### src/rtl/multicycle_ctrl.sv
// Multicycle MIPS-subset control unit: FETCH/DECODE/EXEC/MEM/WB/TRAP FSM
// with an instruction-class register latched when leaving DECODE.
module multicycle_ctrl (
    input  logic       clk,
    input  logic       rstn,
    input  logic [5:0] op,
    input  logic [5:0] funct,
    input  logic       zero,
    input  logic       mem_ready,
    output logic       PCWrite,
    output logic       IRWrite,
    output logic       RegWrite,
    output logic       MemRead,
    output logic       MemWrite,
    output logic [1:0] RegDst,
    output logic [1:0] ALUSrc,
    output logic [1:0] ToReg,
    output logic [3:0] ALUOp,
    output logic [1:0] NPCOp,
    output logic [2:0] state,
    output logic       illegal
);

    typedef enum logic [2:0] {
        S_FETCH  = 3'd0,
        S_DECODE = 3'd1,
        S_EXEC   = 3'd2,
        S_MEM    = 3'd3,
        S_WB     = 3'd4,
        S_TRAP   = 3'd5
    } state_e;

    typedef enum logic [4:0] {
        C_NONE, C_ADD, C_SUB, C_AND, C_OR, C_SLT, C_SLL, C_SRL, C_JR,
        C_LW, C_SW, C_BEQ, C_ADDI, C_ORI, C_LUI, C_J, C_JAL, C_ILL
    } cls_e;

    localparam logic [5:0] OP_RTYPE = 6'b000000;
    localparam logic [5:0] OP_LW    = 6'b100011;
    localparam logic [5:0] OP_SW    = 6'b101011;
    localparam logic [5:0] OP_BEQ   = 6'b000100;
    localparam logic [5:0] OP_ADDI  = 6'b001000;
    localparam logic [5:0] OP_ORI   = 6'b001101;
    localparam logic [5:0] OP_LUI   = 6'b001111;
    localparam logic [5:0] OP_J     = 6'b000010;
    localparam logic [5:0] OP_JAL   = 6'b000011;

    localparam logic [5:0] F_ADD = 6'b100000;
    localparam logic [5:0] F_SUB = 6'b100010;
    localparam logic [5:0] F_AND = 6'b100100;
    localparam logic [5:0] F_OR  = 6'b100101;
    localparam logic [5:0] F_SLT = 6'b101010;
    localparam logic [5:0] F_SLL = 6'b000000;
    localparam logic [5:0] F_SRL = 6'b000010;
    localparam logic [5:0] F_JR  = 6'b001000;

    localparam logic [1:0] RD_RT = 2'b00;
    localparam logic [1:0] RD_RD = 2'b01;
    localparam logic [1:0] RD_RA = 2'b10;

    localparam logic [1:0] AS_REG   = 2'b00;
    localparam logic [1:0] AS_IMM   = 2'b01;
    localparam logic [1:0] AS_SHAMT = 2'b10;

    localparam logic [1:0] TR_DM  = 2'b00;
    localparam logic [1:0] TR_ALU = 2'b01;
    localparam logic [1:0] TR_PC4 = 2'b10;

    localparam logic [3:0] ALU_ADD = 4'd0;
    localparam logic [3:0] ALU_SUB = 4'd1;
    localparam logic [3:0] ALU_AND = 4'd2;
    localparam logic [3:0] ALU_OR  = 4'd3;
    localparam logic [3:0] ALU_SLT = 4'd4;
    localparam logic [3:0] ALU_SLL = 4'd5;
    localparam logic [3:0] ALU_SRL = 4'd6;
    localparam logic [3:0] ALU_LUI = 4'd7;

    localparam logic [1:0] NPC_PC4 = 2'b00;
    localparam logic [1:0] NPC_BR  = 2'b01;
    localparam logic [1:0] NPC_J   = 2'b10;
    localparam logic [1:0] NPC_JR  = 2'b11;

    function automatic cls_e decode_cls(input logic [5:0] o, input logic [5:0] f);
        cls_e c;
        c = C_ILL;
        case (o)
            OP_RTYPE: begin
                case (f)
                    F_ADD:   c = C_ADD;
                    F_SUB:   c = C_SUB;
                    F_AND:   c = C_AND;
                    F_OR:    c = C_OR;
                    F_SLT:   c = C_SLT;
                    F_SLL:   c = C_SLL;
                    F_SRL:   c = C_SRL;
                    F_JR:    c = C_JR;
                    default: c = C_ILL;
                endcase
            end
            OP_LW:   c = C_LW;
            OP_SW:   c = C_SW;
            OP_BEQ:  c = C_BEQ;
            OP_ADDI: c = C_ADDI;
            OP_ORI:  c = C_ORI;
            OP_LUI:  c = C_LUI;
            OP_J:    c = C_J;
            OP_JAL:  c = C_JAL;
            default: c = C_ILL;
        endcase
        return c;
    endfunction

    // EXEC and WB share these so the ALU sees a stable setup across both cycles.
    function automatic logic [1:0] alu_src_of(input cls_e c);
        logic [1:0] s;
        case (c)
            C_SLL, C_SRL:                        s = AS_SHAMT;
            C_LW, C_SW, C_ADDI, C_ORI, C_LUI:    s = AS_IMM;
            default:                             s = AS_REG;
        endcase
        return s;
    endfunction

    function automatic logic [3:0] alu_op_of(input cls_e c);
        logic [3:0] a;
        case (c)
            C_SUB, C_BEQ: a = ALU_SUB;
            C_AND:        a = ALU_AND;
            C_OR, C_ORI:  a = ALU_OR;
            C_SLT:        a = ALU_SLT;
            C_SLL:        a = ALU_SLL;
            C_SRL:        a = ALU_SRL;
            C_LUI:        a = ALU_LUI;
            default:      a = ALU_ADD;
        endcase
        return a;
    endfunction

    function automatic logic is_rtype(input cls_e c);
        return (c == C_ADD) || (c == C_SUB) || (c == C_AND) || (c == C_OR) ||
               (c == C_SLT) || (c == C_SLL) || (c == C_SRL);
    endfunction

    state_e     state_q, state_d;
    cls_e       cls_q, cls_d;
    cls_e       dec_cls;

    logic       pc_write_c, ir_write_c, reg_write_c, mem_read_c, mem_write_c;
    logic       illegal_c;
    logic [1:0] reg_dst_c, alu_src_c, to_reg_c, npc_op_c;
    logic [3:0] alu_op_c;

    always_ff @(posedge clk or negedge rstn) begin
        if (!rstn) begin
            state_q <= S_FETCH;
            cls_q   <= C_NONE;
        end else begin
            state_q <= state_d;
            cls_q   <= cls_d;
        end
    end

    always_comb begin
        state_d     = state_q;
        cls_d       = cls_q;
        dec_cls     = decode_cls(op, funct);
        pc_write_c  = 1'b0;
        ir_write_c  = 1'b0;
        reg_write_c = 1'b0;
        mem_read_c  = 1'b0;
        mem_write_c = 1'b0;
        illegal_c   = 1'b0;
        reg_dst_c   = RD_RT;
        alu_src_c   = AS_REG;
        to_reg_c    = TR_DM;
        alu_op_c    = ALU_ADD;
        npc_op_c    = NPC_PC4;

        case (state_q)
            S_FETCH: begin
                mem_read_c = 1'b1;
                if (mem_ready) begin
                    ir_write_c = 1'b1;
                    pc_write_c = 1'b1;
                    state_d    = S_DECODE;
                end
            end

            // Only here are op/funct looked at directly; later states use cls_q.
            S_DECODE: begin
                cls_d = dec_cls;
                case (dec_cls)
                    C_J: begin
                        pc_write_c = 1'b1;
                        npc_op_c   = NPC_J;
                        state_d    = S_FETCH;
                    end
                    C_JAL: begin
                        pc_write_c  = 1'b1;
                        npc_op_c    = NPC_J;
                        reg_write_c = 1'b1;
                        reg_dst_c   = RD_RA;
                        to_reg_c    = TR_PC4;
                        state_d     = S_FETCH;
                    end
                    C_ILL:   state_d = S_TRAP;
                    default: state_d = S_EXEC;
                endcase
            end

            S_EXEC: begin
                alu_src_c = alu_src_of(cls_q);
                alu_op_c  = alu_op_of(cls_q);
                case (cls_q)
                    C_BEQ: begin
                        pc_write_c = zero;
                        npc_op_c   = NPC_BR;
                        state_d    = S_FETCH;
                    end
                    C_JR: begin
                        pc_write_c = 1'b1;
                        npc_op_c   = NPC_JR;
                        state_d    = S_FETCH;
                    end
                    C_LW, C_SW: state_d = S_MEM;
                    default:    state_d = S_WB;
                endcase
            end

            S_MEM: begin
                if (cls_q == C_LW) begin
                    mem_read_c = 1'b1;
                end else begin
                    mem_write_c = 1'b1;
                end
                if (mem_ready) begin
                    state_d = (cls_q == C_LW) ? S_WB : S_FETCH;
                end
            end

            S_WB: begin
                reg_write_c = 1'b1;
                alu_src_c   = alu_src_of(cls_q);
                alu_op_c    = alu_op_of(cls_q);
                if (cls_q == C_LW) begin
                    reg_dst_c = RD_RT;
                    to_reg_c  = TR_DM;
                end else if (is_rtype(cls_q)) begin
                    reg_dst_c = RD_RD;
                    to_reg_c  = TR_ALU;
                end else begin
                    reg_dst_c = RD_RT;
                    to_reg_c  = TR_ALU;
                end
                state_d = S_FETCH;
            end

            S_TRAP: begin
                illegal_c = 1'b1;
                state_d   = S_TRAP;
            end

            default: state_d = S_FETCH;
        endcase
    end

    // Strobes are gated by rstn so nothing fires while reset is held, even in FETCH.
    assign PCWrite  = rstn & pc_write_c;
    assign IRWrite  = rstn & ir_write_c;
    assign RegWrite = rstn & reg_write_c;
    assign MemRead  = rstn & mem_read_c;
    assign MemWrite = rstn & mem_write_c;
    assign illegal  = rstn & illegal_c;
    assign RegDst   = reg_dst_c;
    assign ALUSrc   = alu_src_c;
    assign ToReg    = to_reg_c;
    assign ALUOp    = alu_op_c;
    assign NPCOp    = npc_op_c;
    assign state    = state_q;

endmodule

### config.mk
export PLATFORM = sky130hd
export DESIGN_NAME = multicycle_ctrl
export DESIGN_NICKNAME = d
export VERILOG_FILES = /design/src/rtl/multicycle_ctrl.sv
export SDC_FILE = /design/constraint.sdc
export NUM_CORES = 1
export LEC_CHECK = 0
export ABC_CLOCK_PERIOD_IN_PS = 2200
export CAP_MARGIN = 20
export CORE_ASPECT_RATIO = 1.2
export CORE_MARGIN = 4
export CORE_UTILIZATION = 47
export DETAILED_ROUTE_END_ITERATION = 10
export PLACE_DENSITY = 0.84
export SLEW_MARGIN = 20
export SYNTH_ARGS = -nofsm -noshare
export SYNTH_HDL_FRONTEND = slang
export SYNTH_SLANG_ARGS = --single-unit
### constraint.sdc
create_clock -name clk -period 2.2 [get_ports clk]
set_clock_uncertainty 0.1 [all_clocks]
set_input_delay 0.44 -clock clk [delete_from_list [all_inputs] [get_ports clk]]
set_output_delay 0.44 -clock clk [all_outputs]
set_load 0.03 [all_outputs]
# [Yosys cells after proc, flatten, opt, wreduce, memory -nomap -nowiden]
# Memories as Yosys holds them, arrays and structs flattened.
# Index checks and enable logic that the tools add are counted.
[totals] reg_bits=8 romBits=96 inputBits=16 out_inout_bits=21 word_cells=99 n_memories=2
[op_classes] eq_ne=39 mux=34 n_bitwise=6 reduce_logical=16
[mem_list] name="(name not given)" words=16 word_bits=3 read_ports=1 rd_ports_with_merged_regs=0 wr=0 line_no="126" source="case (c)"
[mem_list] name="(name not given)" words=16 word_bits=3 read_ports=1 rd_ports_with_merged_regs=0 wr=0 line_no="126"
[ops] cell="case mux 5 bit (9 select lines)" n=1
[ops] cell="== test 6 bit (second input constant)" n=7
[ops] cell="== test 5 x 4 -> 1 bit (second input constant)" n=8
[ops] cell="case mux 5 bit (8 select lines)" n=1
[ops] cell="== test 6 x 4 -> 1 bit (second input constant)" n=4
[ops] cell="== test 5 x 3 -> 1 bit (second input constant)" n=4
[ops] cell="case mux 2 bit (2 select lines)" n=5
[ops] cell="== test 6 x 2 -> 1 bit (second input constant)" n=3
[ops] cell="case mux 3 bit (5 select lines)" n=1
[ops] cell="logical NOT 6 bit" n=2
[ops] cell="case mux 3 bit (2 select lines)" n=2
[ops] cell="2-to-1 mux 1 bit" n=11
[ops] cell="== test 5 x 2 -> 1 bit (second input constant)" n=2
[ops] cell="== test 5 bit (second input constant)" n=2
[ops] cell="OR reduction 2 bit" n=5
[ops] cell="2-to-1 mux 3 bit" n=3
[ops] cell="2-to-1 mux 4 bit" n=2
[ops] cell="case mux 4 bit (2 select lines)" n=1
[ops] cell="bitwise AND 1 bit" n=6
[ops] cell="== test 3 x 2 -> 1 bit (second input constant)" n=2
[ops] cell="== test 3 bit (second input constant)" n=2
[ops] cell="== test 6 x 3 -> 1 bit (second input constant)" n=1
[ops] cell="logical OR 1 bit" n=6
[ops] cell="2-to-1 mux 2 bit" n=3
[ops] cell="8 further kinds" n=11

# [Logic depth before layout (Yosys ltp)]
# Gate-level depths: netlist of the first run.
[depth] word_depth=10 depth_mapped=7 depth_no_buf=7

# [Least setup slack after synthesis of the first run]
# Ideal clock, no wire load.
[synth_timing] path_type="input to output" start="input port op[5]" end="output port ToReg[1]" arrival_time_ns=2.081 required_time_ns=1.660 setup_slack_ns=-0.421 stages=5 path_buffers=2 path_cell_list="buf_6 -> nor4_2 -> nand3_1 -> nor3_1 -> buf_4"
[synth_between] elab_chain_len=5
[synth_rtl] element="start, declared" line_no="6" source="input logic [5:0] op,"
[synth_rtl] element="== test 6 x 2 -> 1 bit, or another cell as far along" line_no="86" source="case (o)"
[synth_rtl] element="case mux 5 bit (9 select lines) (*)" line_no="86"
[synth_rtl] element="== test 5 bit (*)" line_no="192" source="case (dec_cls)"
[synth_rtl] element="2-to-1 mux 2 bit (*)" line_no="192"
[synth_rtl] element="case mux 2 bit (2 select lines) (*)" line_no="179" source="case (state_q)"
[synth_rtl] element="end, declared" line_no="17" source="output logic [1:0] ToReg,"
# Every way passes the cells marked *; elsewhere a longest branch is shown, timed or not.

# [Final worst setup path of the first run]
[layout_timing] start="register cls_q[0]" end="output port ALUOp[0]"
[layout_between] elab_chain_len=3
[layout_rtl] element="start, declared" line_no="145" source="cls_e cls_q, cls_d;"
[layout_rtl] element="start signal, assigned" line_no="159" source="cls_q <= cls_d;"
[layout_rtl] element="memory read (16 x 3 bit)"
[layout_rtl] element="2-to-1 mux 4 bit" line_no="126"
[layout_rtl] element="case mux 4 bit (2 select lines) (*)" line_no="179"
[layout_rtl] element="end, declared" line_no="18" source="output logic [3:0] ALUOp,"
# Marked as above.

==> impl_metrics.prom, run 1 <==
# TYPE chip_impl_metric gauge
chip_impl_metric{name="finalWeightedCongestion",unit=""} 0.8624
chip_impl_info{name="critical_path.startpoint",value="cls_q[0]"} 1
chip_impl_info{name="r2r_end",value="cls_q[3]"} 1
chip_impl_metric{name="area_delta_synth_final",unit="%"} 74.82
chip_impl_metric{name="y_dimension_of_the_die",unit="um"} 63.41
chip_impl_metric{name="slew_violations",unit=""} 0
chip_impl_metric{name="nets",unit=""} 266
chip_impl_metric{name="synth.avg_cell_area",unit="sq um"} 7.515
chip_impl_metric{name="ys.warnings.count",unit=""} 0
chip_impl_metric{name="worstPathRequired",unit="ns"} 1.66
chip_impl_info{name="violated_checks",value="negative setup slack"} 1
chip_impl_metric{name="post_layout_inst_area",unit="sq mm"} 0.002102
chip_impl_metric{name="vias_per_cell",unit=""} 6.628
chip_impl_metric{name="grt_first_pass_wirelength",unit="mm"} 7.120
chip_impl_metric{name="power.share.combinational",unit=""} 0.797
chip_impl_metric{name="wire_per_inst",unit="um"} 21.43
chip_impl_metric{name="layout.filler_cells",unit=""} 108
chip_impl_metric{name="antenna_left",unit=""} 0
chip_impl_metric{name="dpl.hpwl",unit="mm"} 3.125
chip_impl_metric{name="synth_edf_count",unit=""} 0
chip_impl_metric{name="fmax",unit="MHz"} 426.7
chip_impl_metric{name="relative_contribution_of_sequential_cells_to_total_power",unit=""} 0.144
chip_impl_info{name="cpLargestDelayFamily",value="multiplexers"} 1
chip_impl_metric{name="ctsLongestPathBuffers",unit=""} 2
chip_impl_metric{name="synth.ff_latch_count",unit=""} 8
chip_impl_metric{name="dpl_worst_slack",unit="ns"} -0.3277
chip_impl_metric{name="ff2ff_setup_slack",unit="ns"} 0.32
chip_impl_metric{name="cellInternalPower",unit="mW"} 1.023
chip_impl_metric{name="crit_fanout",unit=""} 3
chip_impl_metric{name="globalRouteOverflowTotal",unit=""} 0
chip_impl_metric{name="async_reset_ff_frac",unit=""} 1.000
chip_impl_metric{name="via_count_of_the_first_global_routing_pass",unit=""} 1606
chip_impl_metric{name="fp-row-count",unit=""} 19
chip_impl_metric{name="boundaryPins",unit=""} 37
chip_impl_metric{name="netSwitchingPower",unit="mW"} 1.028
chip_impl_info{name="critPathKind",value="reg -> out"} 1
chip_impl_metric{name="clkPwrFrac",unit=""} 0.059
chip_impl_metric{name="h-tree-depth",unit=""} 1
chip_impl_metric{name="antenna_found_initial",unit=""} 0
chip_impl_metric{name="worstSkewPairLatency",unit="ns"} 0.27
chip_impl_metric{name="diodes",unit=""} 0
chip_impl_metric{name="cellPowerDensity",unit="mW/mm^2"} 975.7
chip_impl_metric{name="count_of_input_and_output_buffers",unit=""} 35
chip_impl_info{name="min-delay-path-class",value="in -> async"} 1
chip_impl_info{name="run_status",value="finished with violations"} 1
chip_impl_metric{name="final.period_utilization",unit=""} 1.065
chip_impl_metric{name="synth_seq_area_share",unit=""} 0.1665
chip_impl_info{name="endpoint_kind",value="primary output"} 1
chip_impl_metric{name="timing.critical_path.depth",unit=""} 5
chip_impl_metric{name="finalWirelength",unit="mm"} 5.872
chip_impl_metric{name="drt_first_pass_iters",unit=""} 6
chip_impl_metric{name="drive_gt1_frac",unit=""} 0.4938
chip_impl_metric{name="mappedNetlistArea",unit="sq mm"} 0.001202
chip_impl_info{name="tritoncts_clock_tree",value="built"} 1
chip_impl_metric{name="timing.final.setup_violations",unit=""} 9
chip_impl_metric{name="slowest_stage_delay_on_critical_path",unit="ns"} 0.47
chip_impl_metric{name="netSwitchingFraction",unit=""} 0.5013
chip_impl_info{name="path_cells",value="buf_4, ha_2, mux4_2, and2_4, buf_6"} 1
chip_impl_info{name="worst_r2r_startpoint",value="state[2]"} 1
chip_impl_metric{name="initial_utilization",unit=""} 0.5058
chip_impl_metric{name="dpl_cell_area",unit="sq mm"} 0.001824
chip_impl_metric{name="grtUsageTotal",unit=""} 0.2756
chip_impl_info{name="unrepaired_setup_endpoints_after_global_routing",value="yes"} 1
chip_impl_metric{name="die_width",unit="um"} 54.17
chip_impl_metric{name="fin_crit",unit="ns"} 2.343
chip_impl_metric{name="number_of_vias_in_the_routed_layout",unit=""} 1816
chip_impl_metric{name="hold_viol",unit=""} 0
chip_impl_metric{name="power",unit="mW"} 2.051
chip_impl_metric{name="postLayoutSetupSlackWorst",unit="ns"} -0.1435
chip_impl_metric{name="worst_setup_hold_path_clk_slew",unit="ns"} 0.06
chip_impl_metric{name="die_area",unit="sq mm"} 0.003435
chip_impl_metric{name="worst_ir_drop_vdd",unit="mV"} 0.6882
chip_impl_metric{name="critical_path_arrival",unit="ns"} 1.80
chip_impl_metric{name="floorplan.core_area",unit="sq mm"} 0.002377
chip_impl_metric{name="drt_drc_violations_left",unit=""} 0
chip_impl_metric{name="clock_sinks",unit=""} 8
chip_impl_info{name="clock-root-buffer",value="sky130_fd_sc_hd__clkbuf_4"} 1
chip_impl_metric{name="detail_route.iter0.violations",unit=""} 146
chip_impl_metric{name="yosys.cell_types.count",unit=""} 55
chip_impl_metric{name="largest_net_degree_at_the_start_of_global_routing",unit=""} 17
chip_impl_info{name="critical_path.startpoint_type",value="flop"} 1
chip_impl_metric{name="static_leakage",unit="nW"} 0.9282
chip_impl_metric{name="synthesis.nets",unit=""} 181
chip_impl_metric{name="count_of_max_cap_constraint_violations",unit=""} 0
chip_impl_metric{name="syn-instance-count",unit=""} 160
chip_impl_metric{name="hold-worst-slack",unit="ns"} 0.4251
chip_impl_info{name="cp-endpoint",value="ALUOp[0]"} 1
chip_impl_metric{name="reg2regPathDepth",unit=""} 7
chip_impl_metric{name="cts-buffers-inserted",unit=""} 3
chip_impl_info{name="ys.flop_type",value="sky130_fd_sc_hd__dfrtp_1"} 1
chip_impl_info{name="worst_path_max_delay_cell",value="sky130_fd_sc_hd__mux4_2"} 1
chip_impl_metric{name="critical_path.n_buffers_inverters",unit=""} 2
## layout make-up
type                       instances  area, sq um  share of cell area
tap                               31        38.79             0.01845
clock buffer                       3        22.52             0.01071
multi-input combinational        133         1044              0.4964
sequential                         8        201.4             0.09583
timing repair buffer              94        777.0              0.3696
inverter                           5        18.77            0.008929
## synth_stat cells, types with 2 or more instances
cell                       number  share of area
sky130_fd_sc_hd__a211oi_2       2          0.021
sky130_fd_sc_hd__a21oi_1        7          0.029
sky130_fd_sc_hd__a31oi_1        4          0.021
sky130_fd_sc_hd__and2_1         2          0.010
sky130_fd_sc_hd__and3_1         2          0.010
sky130_fd_sc_hd__and3b_1        2          0.015
sky130_fd_sc_hd__buf_2          4          0.017
sky130_fd_sc_hd__buf_4          2          0.012
sky130_fd_sc_hd__buf_6          2          0.019
sky130_fd_sc_hd__clkbuf_1       6          0.019
sky130_fd_sc_hd__dfrtp_1        8           0.17
sky130_fd_sc_hd__ha_1           5          0.052
sky130_fd_sc_hd__inv_1          5          0.016
sky130_fd_sc_hd__mux2i_1        2          0.017
sky130_fd_sc_hd__nand2_1       15          0.047
sky130_fd_sc_hd__nand2b_1       7          0.036
sky130_fd_sc_hd__nand3_1        5          0.021
sky130_fd_sc_hd__nand3b_1       2          0.012
sky130_fd_sc_hd__nor2_1        21          0.066
sky130_fd_sc_hd__nor2b_1        4          0.021
sky130_fd_sc_hd__nor3_1         8          0.033
sky130_fd_sc_hd__nor4_1         2          0.010
sky130_fd_sc_hd__o21a_1         2          0.012
sky130_fd_sc_hd__o21ai_0        2         0.0083
sky130_fd_sc_hd__o22ai_1        2          0.010
sky130_fd_sc_hd__o32a_1         2          0.017
sky130_fd_sc_hd__o32ai_1        4          0.029
sky130_fd_sc_hd__xnor2_1        4          0.029
## metal layers
metal,global-route usage,vias to the layer above,wire (um),share of wire
li1,-,749,-,-
met1,0.2674,846,2130,0.36
met2,0.5150,163,2837,0.48
met3,0.03302,58,465,0.079
met4,0.1620,0,438,0.075
met5,0,-,0,0
## sequential cells by signal, indices dropped and copies added, names as in the netlist
signal	flops
cls_q	5
state	3
## cell families after synthesis
| logic type | count (synthesis) | share of synthesized area |
|---|---|---|
| muxes | 3 | 0.03538 |
| AOI/OAI and AO/OA | 41 | 0.2872 |
| and+or+nand+nor | 79 | 0.3444 |
| other | 1 | 0.003119 |
| DFF | 8 | 0.1665 |
| buffers and inverters | 19 | 0.08220 |
| adders and majority gates | 5 | 0.05203 |
| xor gates and xnor gates | 4 | 0.02913 |
## power by group through the flow
stage               Clock (mW)  Sequential [mW]  Combinational [mW]
finish                   0.122            0.295                1.63
global placement             0            0.265                1.14
global route             0.127            0.302                1.70
floorplan                    0            0.309               0.676
detailed placement           0            0.269                1.18
CTS                      0.116            0.277                1.34
## how the worst min path moves through the flow
stage | from | to | cells after the start
floorplan | rstn | cls_q[0] | 0
global placement | cls_q[1] | cls_q[1] | 2
detailed placement | cls_q[1] | cls_q[1] | 2
CTS | rstn | cls_q[3] | 2
global route | rstn | cls_q[3] | 2
finish | rstn | cls_q[2] | 2
## worst register-to-register path: stages (launching register included)
cell                      delay (ns)
sky130_fd_sc_hd__dfrtp_1        0.43
sky130_fd_sc_hd__buf_6          0.15
sky130_fd_sc_hd__buf_4          0.14
sky130_fd_sc_hd__buf_4          0.16
sky130_fd_sc_hd__nor2_1         0.34
sky130_fd_sc_hd__buf_4          0.24
sky130_fd_sc_hd__nor2_1         0.06
sky130_fd_sc_hd__a31oi_1        0.17
## metrics by stage
step | TNS (ns) | util | instances
floorplan | -0.1505 | - | 160
global placement | -2.244 | 0.7674 | 254
detailed placement | -2.662 | 0.7674 | 254
CTS | -0.07692 | 0.8384 | 267
global route | -1.452 | 0.8842 | 274
finish | -0.5259 | 0.8842 | 274
## timing repair
action / CTS / global route
gates resized for setup: 36 / 21
setup endpoints to repair: 9 / 16
buffers inserted: 10 / 7
hold buffers: 0 / 0
pin swaps: 5 / 8
## placed cells by master, fill, tap and decap left out, types with 5 or more instances in the layout
master	count
sky130_fd_sc_hd__buf_6	9
sky130_fd_sc_hd__nand2b_1	6
sky130_fd_sc_hd__dfrtp_1	7
sky130_fd_sc_hd__clkdlybuf4s50_1	11
sky130_fd_sc_hd__a21oi_1	5
sky130_fd_sc_hd__nor3_1	5
sky130_fd_sc_hd__nand2_1	14
sky130_fd_sc_hd__nor2_1	19
sky130_fd_sc_hd__buf_4	67
No activity file was read; power rests on OpenSTA's default activity.
==> inputs of run 2 (changes only) <==
- CORE_ASPECT_RATIO: 1.2 -> 1.25
==> impl_metrics.prom, run 2 (synthesis gave the netlist of run 1 again) <==
# TYPE chip_impl_metric gauge
chip_impl_info{name="min-delay-path-class",value="in -> async"} 1
chip_impl_metric{name="drive_gt1_frac",unit=""} 0.5169
chip_impl_metric{name="initial_utilization",unit=""} 0.4903
chip_impl_metric{name="via_count_of_the_first_global_routing_pass",unit=""} 1501
chip_impl_metric{name="dpl.hpwl",unit="mm"} 3.136
chip_impl_metric{name="postLayoutSetupSlackWorst",unit="ns"} -0.1058
chip_impl_metric{name="clock_sinks",unit=""} 8
chip_impl_metric{name="largest_register_ffs",unit=""} 5
chip_impl_info{name="layout_common_cells",value="sky130_fd_sc_hd__buf_4, sky130_fd_sc_hd__nor2_1, sky130_fd_sc_hd__clkdlybuf4s50_1, sky130_fd_sc_hd__nand2_1, sky130_fd_sc_hd__buf_6"} 1
chip_impl_metric{name="critical_path_arrival",unit="ns"} 1.77
chip_impl_metric{name="drt_drc_violations_left",unit=""} 0
chip_impl_metric{name="worstSkewPairLatency",unit="ns"} 0.26
chip_impl_metric{name="ff2ff_setup_slack",unit="ns"} 0.31
chip_impl_info{name="endpoint_kind",value="primary output"} 1
chip_impl_metric{name="hold_buffers",unit=""} 0
chip_impl_metric{name="fp-row-count",unit=""} 20
chip_impl_metric{name="largest_net_degree_at_the_start_of_global_routing",unit=""} 17
chip_impl_metric{name="diodes",unit=""} 0
chip_impl_metric{name="worst_ir_drop_vdd",unit="mV"} 0.6965
chip_impl_info{name="path_cells",value="nor2_2, buf_4, nand4b_1, o21a_1, o22a_1, nor2_2, buf_6"} 1
chip_impl_metric{name="grtUsageTotal",unit=""} 0.2702
chip_impl_metric{name="ctsLongestPathBuffers",unit=""} 2
chip_impl_metric{name="cellPowerDensity",unit="mW/mm^2"} 1022
chip_impl_info{name="mostFrequentLayoutCell",value="sky130_fd_sc_hd__buf_4"} 1
chip_impl_info{name="run_status",value="finished with violations"} 1
chip_impl_info{name="worst_path_max_delay_cell",value="sky130_fd_sc_hd__dfrtp_1"} 1
chip_impl_metric{name="dpl_worst_slack",unit="ns"} -0.3226
chip_impl_metric{name="count_of_input_and_output_buffers",unit=""} 35
chip_impl_metric{name="fin_crit",unit="ns"} 2.306
chip_impl_info{name="unrepaired_setup_endpoints_after_global_routing",value="yes"} 1
chip_impl_metric{name="antenna_left",unit=""} 0
chip_impl_metric{name="boundaryPins",unit=""} 37
chip_impl_metric{name="static_leakage",unit="nW"} 0.8909
chip_impl_info{name="regMostFlops",value="cls_q"} 1
chip_impl_metric{name="hold_viol",unit=""} 0
chip_impl_info{name="critPathKind",value="reg -> out"} 1
chip_impl_metric{name="final.period_utilization",unit=""} 1.048
chip_impl_metric{name="globalRouteOverflowTotal",unit=""} 0
chip_impl_metric{name="power",unit="mW"} 2.151
chip_impl_metric{name="fmax",unit="MHz"} 433.7
chip_impl_metric{name="die_area",unit="sq mm"} 0.003437
chip_impl_info{name="tritoncts_clock_tree",value="built"} 1
chip_impl_metric{name="number_of_vias_in_the_routed_layout",unit=""} 1693
chip_impl_metric{name="worst_setup_hold_path_clk_slew",unit="ns"} 0.05
chip_impl_metric{name="die_width",unit="um"} 53.24
chip_impl_info{name="violated_checks",value="negative setup slack"} 1
chip_impl_metric{name="crit_fanout",unit=""} 3
chip_impl_info{name="cpLargestDelayFamily",value="flip-flops"} 1
chip_impl_metric{name="nets",unit=""} 259
chip_impl_info{name="worst_path_most_repeated_cell",value="sky130_fd_sc_hd__nor2_2"} 1
chip_impl_metric{name="cts-buffers-inserted",unit=""} 3
chip_impl_metric{name="critical_path.n_buffers_inverters",unit=""} 2
chip_impl_metric{name="worstPathRequired",unit="ns"} 1.66
chip_impl_info{name="clock-root-buffer",value="sky130_fd_sc_hd__clkbuf_4"} 1
chip_impl_metric{name="grt_first_pass_wirelength",unit="mm"} 6.975
chip_impl_metric{name="antenna_found_initial",unit=""} 0
chip_impl_metric{name="area_delta_synth_final",unit="%"} 75.03
chip_impl_metric{name="wire_per_inst",unit="um"} 19.88
chip_impl_metric{name="floorplan.core_area",unit="sq mm"} 0.002452
chip_impl_metric{name="drt_first_pass_iters",unit=""} 4
chip_impl_metric{name="y_dimension_of_the_die",unit="um"} 64.55
chip_impl_metric{name="detail_route.iter0.violations",unit=""} 98
chip_impl_metric{name="layout.filler_cells",unit=""} 119
chip_impl_metric{name="slew_violations",unit=""} 0
chip_impl_metric{name="h-tree-depth",unit=""} 1
chip_impl_metric{name="slowest_stage_delay_on_critical_path",unit="ns"} 0.44
chip_impl_info{name="critical_path.startpoint_type",value="flop"} 1
chip_impl_metric{name="timing.final.setup_violations",unit=""} 6
chip_impl_metric{name="finalWirelength",unit="mm"} 5.347
chip_impl_metric{name="vias_per_cell",unit=""} 6.294
chip_impl_metric{name="finalWeightedCongestion",unit=""} 0.8978
chip_impl_metric{name="count_of_max_cap_constraint_violations",unit=""} 0
-- run 2: changes by cell type in the layout (fill, tap and decap cells not counted), moves of 2 or more --
| cell | before | now |
|---|---|---|
| sky130_fd_sc_hd__buf_2 | 2 | 0 |
| sky130_fd_sc_hd__buf_4 | 67 | 58 |
| sky130_fd_sc_hd__buf_6 | 9 | 11 |
| sky130_fd_sc_hd__clkbuf_2 | 1 | 3 |
| sky130_fd_sc_hd__dlymetal6s2s_1 | 3 | 1 |
| sky130_fd_sc_hd__nand2_1 | 14 | 11 |
| sky130_fd_sc_hd__nand2_2 | 2 | 4 |
| sky130_fd_sc_hd__nor2_1 | 19 | 17 |
| sky130_fd_sc_hd__nor2_2 | 1 | 3 |
| sky130_fd_sc_hd__nor3_1 | 5 | 3 |
| sky130_fd_sc_hd__nor3_2 | 2 | 4 |
-- run 2: repair_timing --
action,CTS,global route
gates resized for setup,37,30
hold endpoints to repair,0,0
endpoints found under the setup margin,13,15
pin swaps,11,11
setup buffers,6,1
-- run 2: worst register-to-register path: stages, from the launching register on --
cell	delay (ns)
sky130_fd_sc_hd__dfrtp_2	0.45
sky130_fd_sc_hd__buf_4	0.16
sky130_fd_sc_hd__nand2b_2	0.24
sky130_fd_sc_hd__nor2_1	0.36
sky130_fd_sc_hd__buf_4	0.23
sky130_fd_sc_hd__nor2_1	0.04
sky130_fd_sc_hd__a31oi_1	0.20
-- run 2: cell type report --
cell class	instances	area (sq um)	share of cell area
multi-input cells	133	1094	0.5196
well taps	33	41.29	0.01962
clock buffers	3	22.52	0.01070
flip-flops and latches	8	201.4	0.09572
inverters	5	18.77	0.008918
repair buffers	87	726.9	0.3454
-- run 2: final timing paths --
check,start,end,depth (start not counted)
worst max-delay path,cls_q[4],PCWrite,7
worst min-delay path,rstn,state[2],2
worst max register to register,state[1],cls_q[0],6
worst min register to register,cls_q[4],cls_q[4],2
max in group asynchronous,rstn,state[1],2
min in group clk,op[4],cls_q[4],5
-- run 2: power by group --
group	total, mW	switching [mW]	internal, mW
logic	1.74	0.933	0.811
clock network	0.117	0.0543	0.0627
registers	0.291	0.0759	0.215
total	2.15	1.06	1.09
-- run 2: layer usage --
metal	GRT usage	share of wire
met1	0.2855	0.34
met5	0	0
met3	0.01379	0.063
met4	0.1214	0.066
met2	0.5184	0.53
-- run 2: stage by stage --
stage | instances | cell area [sq um] | utilization | setup TNS [ns] | hold slack, ns
finish | 269 | 2105 | 0.8582 | -0.2897 | 0.4327
global route | 269 | 2105 | 0.8582 | -1.375 | 0.4405
CTS | 268 | 2008 | 0.8189 | -0.1568 | 0.3858
detailed placement | 259 | 1849 | 0.7541 | -2.525 | 0.4929
global placement | 259 | 1849 | 0.7541 | -1.889 | 0.4766
floorplan | 160 | 1240 | - | -0.1505 | 0.04441
